--- src/rtl/binom_seq.sv ---
// binom_seq: iterative nCr / nPr engine using a multiply then exact restoring divide loop.
module binom_seq #(
    parameter int WIDTH = 36
) (
    input  logic             clk,
    input  logic             rst_n,
    input  logic             start,
    input  logic             mode,
    input  logic [WIDTH-1:0] n,
    input  logic [WIDTH-1:0] r,
    output logic             busy,
    output logic             done,
    output logic [WIDTH-1:0] result,
    output logic             ovf,
    output logic             err
);
    localparam int CW = $clog2(2*WIDTH);
    typedef enum logic [2:0] {IDLE, CHECK, MUL, DIV, DONE} state_t;
    state_t               state;
    logic                 md;
    logic [WIDTH-1:0]     nn, rr, kk, ii, acc, rem;
    logic [2*WIDTH-1:0]   dq;
    logic [CW-1:0]        cnt;
    logic [WIDTH-1:0]     nmr, kmin, factor, rnext, nacc;
    logic [2*WIDTH-1:0]   prod, qnext;
    logic [WIDTH:0]       t;
    logic                 ge, last, fin;
    always_comb begin
        nmr    = nn - rr;
        kmin   = md ? rr : (rr < nmr ? rr : nmr);
        factor = nn - kk + ii;
        prod   = {{WIDTH{1'b0}}, acc} * {{WIDTH{1'b0}}, factor};
        // dq holds the remaining dividend bits on top and collects quotient bits below
        t      = {rem, dq[2*WIDTH-1]};
        ge     = t >= {1'b0, ii};
        rnext  = ge ? WIDTH'(t - {1'b0, ii}) : t[WIDTH-1:0];
        qnext  = {dq[2*WIDTH-2:0], ge};
        last   = cnt == CW'(2*WIDTH-1);
        nacc   = (state == MUL) ? prod[WIDTH-1:0] : qnext[WIDTH-1:0];
        fin    = ii == kk;
    end
    always_ff @(posedge clk or negedge rst_n) begin
        if (!rst_n) begin
            state  <= IDLE;
            busy   <= 1'b0;
            done   <= 1'b0;
            result <= '0;
            ovf    <= 1'b0;
            err    <= 1'b0;
            md     <= 1'b0;
            nn     <= '0;
            rr     <= '0;
            kk     <= '0;
            ii     <= '0;
            acc    <= '0;
            rem    <= '0;
            dq     <= '0;
            cnt    <= '0;
        end else begin
            done <= 1'b0;
            case (state)
                IDLE: if (start) begin
                    nn     <= n;
                    rr     <= r;
                    md     <= mode;
                    result <= '0;
                    ovf    <= 1'b0;
                    err    <= 1'b0;
                    busy   <= 1'b1;
                    state  <= CHECK;
                end
                CHECK: begin
                    kk  <= kmin;
                    acc <= WIDTH'(1);
                    ii  <= WIDTH'(1);
                    if (rr > nn) begin
                        err   <= 1'b1;
                        done  <= 1'b1;
                        busy  <= 1'b0;
                        state <= DONE;
                    end else if (kmin == '0) begin
                        result <= WIDTH'(1);
                        done   <= 1'b1;
                        busy   <= 1'b0;
                        state  <= DONE;
                    end else begin
                        state <= MUL;
                    end
                end
                MUL: begin
                    if (!md) begin
                        dq    <= prod;
                        rem   <= '0;
                        cnt   <= '0;
                        state <= DIV;
                    end else if (prod[2*WIDTH-1:WIDTH] != '0) begin
                        ovf    <= 1'b1;
                        result <= '1;
                        done   <= 1'b1;
                        busy   <= 1'b0;
                        state  <= DONE;
                    end else if (fin) begin
                        result <= nacc;
                        done   <= 1'b1;
                        busy   <= 1'b0;
                        state  <= DONE;
                    end else begin
                        acc   <= nacc;
                        ii    <= ii + WIDTH'(1);
                        state <= MUL;
                    end
                end
                DIV: begin
                    dq  <= qnext;
                    rem <= rnext;
                    cnt <= cnt + CW'(1);
                    if (last) begin
                        if (qnext[2*WIDTH-1:WIDTH] != '0) begin
                            ovf    <= 1'b1;
                            result <= '1;
                            done   <= 1'b1;
                            busy   <= 1'b0;
                            state  <= DONE;
                        end else if (fin) begin
                            result <= nacc;
                            done   <= 1'b1;
                            busy   <= 1'b0;
                            state  <= DONE;
                        end else begin
                            acc   <= nacc;
                            ii    <= ii + WIDTH'(1);
                            state <= MUL;
                        end
                    end
                end
                DONE: state <= IDLE;
                default: state <= IDLE;
            endcase
        end
    end
endmodule

--- config.mk ---
export PLATFORM = sky130hd
export DESIGN_NAME = binom_seq
export DESIGN_NICKNAME = d
export VERILOG_FILES = /design/src/rtl/binom_seq.sv
export SDC_FILE = /design/constraint.sdc
export NUM_CORES = 2
export LEC_CHECK = 0
export CAP_MARGIN = 5
export CELL_PAD_IN_SITES_DETAIL_PLACEMENT = 0
export CELL_PAD_IN_SITES_GLOBAL_PLACEMENT = 2
export CORE_MARGIN = 2
export CORE_UTILIZATION = 27
export CTS_BUF_LIST = sky130_fd_sc_hd__clkbuf_16
export DETAILED_ROUTE_END_ITERATION = 10
export GPL_TIMING_DRIVEN = 0
export PLACE_DENSITY = 0.57
export SYNTH_ARGS = -nofsm -noshare
export SYNTH_HDL_FRONTEND = slang
export SYNTH_SLANG_ARGS = --single-unit
--- constraint.sdc ---
create_clock -name clk -period 11.9 [get_ports clk]
set_input_delay 2.38 -clock clk [delete_from_list [all_inputs] [get_ports clk]]
set_output_delay 2.38 -clock clk [all_outputs]
set_load 0.02 [all_outputs]
==> results.toml <==
[sta]
skew_ns = 0.0300
slew-limit-headroom_pct = -1.03
finalCritPeriodShare_pct = 113
worst_slew_pin_slew_ns = 1.52
hold_slack_ns = 0.493
finalMaxSlewViolations = 11
min_period_ns = 13.41
finalHoldViolCount = 0
setup_viol = 115
rsz0062_at_grt = "yes"
fmax_mhz = 74.6
fin_ws_ns = -1.51

[floorplan]
core_area_sq_mm = 0.240
die_area_sq_mm = 0.245
chipHeight_um = 495
io_pins = 116
rows = 180
die_x_um = 495
start_util_pct = 27.1

[global_route]
grt_pass1_vias = 56181
antenna_found_initial = 13
grtUsageTotal_pct = 23.2
grt_pass1_wl_um = 411000
overflow = 0
grt_max_degree = 105

[job]
drv_cap = 1

[synth]
syn_avg_cell_area_sq_um = 8.83
syn_area_sq_mm = 0.0650
ys_warn_count = 0
synth_common_cells = "1400 x inv_1, 1193 x fa_1, 929 x nand2_1"
synthesis.nets = 9068
synth_top_area_share_pct = 36.7
yosys_most_used_dff = "dfrtp_1"
synth_async_sr_flop_share_pct = 100
ys_ff_latch = 339
synth.distinct_cells = 99
seq_area_frac_synth_pct = 13.0
synthCells = 7361
synth_area_leaders = "fa_1 37%, dfrtp_1 13%, ha_1 8.4%"
yosysMostFrequentCell = "inv_1"
synth.largest_area_cell = "fa_1"
synth_edf_count = 0

[cells_and_area]
stdcell_count = 10901
post-route-util_pct = 31.3
syn2layout_area_growth_pct = 15.8
layout-drive-gt1-share_pct = 7.19
fin_nets = 9377

[placed_design]
place_congestion = 0.890
port-buffer-count = 115
dp.cells = 10701
place_hpwl_um = 239000

[clock_tree]
clk_latency_ns = 0.63
cts.sink_count = 339
cts_tree = "yes"
ctsHoldBuffers = 0
numCtsBuffers = 40
cts-root-buf = "clkbuf_16"
cts_max_level = 2
cts.clk_slew.worst_paths_ns = 0.07
clock_path_buffers = 3

[routing]
drt_pass1_iterations = 5
viasPerCell = 4.76
wl_per_cell_um = 25.9
drc = 0
drt_iter0_drc = 3163
ant_nets = 0
wirelength_um = 283000
vias = 51910

[critical_path]
crit_top_cell = "fa_1"
worst-path-max-fanout = 11
r2r-start = "ii[11]$_DFFE_PN0P_"
path_class = "reg2reg"
rr_endpoint = "ii[35]$_DFFE_PN0P_"
crit_path_start_kind = "flip-flop"
crit_path_max_incr_delay_ns = 0.62
cp_slowest_cell = "fa_2"
arrival_ns = 13.91
crit_path_end = "ii[35]$_DFFE_PN0P_"
end_kind = "flip-flop"
reg2reg_slack_ns = -1.51
r2r_cells = 47
required_ns = 12.40
crit_start = "ii[11]$_DFFE_PN0P_"

[min_path]
hp-class = "reg2reg"

[status]
violations = "capacitance limit, slew limit, setup timing"
outcome = "finished, violations left"
-- timing repair --
| item | in CTS | in global routing |
|---|---|---|
| pin swaps | 68 | 61 |
| cloned | 7 | 7 |
| setup endpoints to repair | 149 | 131 |
| hold endpoints to repair | 0 | 0 |
| resized for setup | 288 | 168 |
| buffers inserted | 66 | 37 |
-- worst min path at each step --
stage	from	end	slack [ns]	depth (start not counted)
2_1_floorplan	kk[0]$_DFFE_PN0P_	kk[0]$_DFFE_PN0P_	0.46	2
4_1_cts	result[18]$_DFFE_PN0P_	result[18]$_DFFE_PN0P_	0.50	1
5_1_grt	result[18]$_DFFE_PN0P_	result[18]$_DFFE_PN0P_	0.50	1
6_report	result[18]$_DFFE_PN0P_	result[18]$_DFFE_PN0P_	0.49	1
3_3_place_gp	err$_DFFE_PN0P_	err$_DFFE_PN0P_	0.48	2
3_5_place_dp	err$_DFFE_PN0P_	err$_DFFE_PN0P_	0.47	2
-- per-stage QoR --
step                      instance area (sq um)  setup WS (ns)  setup TNS, ns
after floorplan                           65100        0.00391              0
after global placement                    70300          -8.48       -3514.42
after detailed placement                  71100          -3.51        -377.62
after CTS                                 74200          -1.50        -146.98
after global routing                      75200          -1.89        -195.74
final                                     75300          -1.51        -150.17
-- registers in the layout, indices dropped and copies added, names as in the netlist --
register	count
done	1
dq	72
state	3
kk	36
ovf	1
result	36
cnt	7
rr	36
nn	36
acc	36
busy	1
ii	36
md	1
rem	36
err	1
-- kinds of logic (layout without fill, tap and decap cells) --
family          Yosys count  in the layout  share of synthesized area [%]
mux                      40             40                          0.626
simple gates           2302           2302                           17.7
xor+xnor                181            181                           2.44
buf+inv                1796           2137                           10.4
other cells               0             14                              0
compound gates         1072           1072                           10.6
fa+ha+maj              1631           1631                           45.2
flops                   339            339                           13.0
-- critical path: cells and delay by family, from the launching register on --
| family | cells | cell delay, ns |
|---|---|---|
| flops | 1 | 0.35 |
| simple gates | 10 | 2.34 |
| buf+inv | 9 | 1.23 |
| mux | 1 | 0.32 |
| fa+ha+maj | 11 | 5.26 |
| compound gates | 15 | 3.55 |
| xor+xnor | 1 | 0.16 |
-- metal layers --
| layer | routed length (um) | track usage (%) | vias up |
|---|---|---|---|
| met5 | 0 | 0 | - |
| met4 | 7790 | 5.96 | 0 |
| met3 | 9770 | 1.86 | 212 |
| met2 | 142000 | 41.1 | 1043 |
| met1 | 123000 | 30.4 | 27141 |
| li1 | - | - | 23514 |
-- final cells by class --
cell class	count	area, sq um
clock buffer	40	1000
multi-input combinational	5226	51100
inverter	1401	5290
fill	25764	165000
sequential	339	8500
clock inverter	34	377
buffer	394	1960
tap	3185	3990
antenna	14	35.0
timing repair buffer	268	2970
-- cell usage in the layout, fill, tap and decap left out, types with 20 or more instances in the layout --
cell             instances
xor2_1                  75
a21o_1                  84
ha_1                   422
clkdlybuf4s50_1        114
clkbuf_16               52
mux2i_1                 35
xnor2_1                 75
clkbuf_2                28
a22oi_1                 66
o22a_1                  26
buf_8                   29
nand3_1                 71
clkbuf_1               310
or3_1                   23
nor3_1                  41
inv_1                 1381
nand2_1                915
nor2b_1                 25
o21ai_0                303
o21ai_1                 27
buf_4                   78
nor2_1                 207
o21bai_1                32
a21oi_1                230
a22o_1                  28
nand4_1                 48
a211oi_1                21
fa_2                    21
and2_1                 789
a31oi_1                 23
nand2b_1                26
dfrtp_1                327
nor4_1                  33
fa_1                  1172
buf_6                   32
and3_1                  25
o21a_1                  20
Power is left out: the tool's default activity adds up to more than one toggle a clock period on the data nets, which glitch-free logic cannot reach.
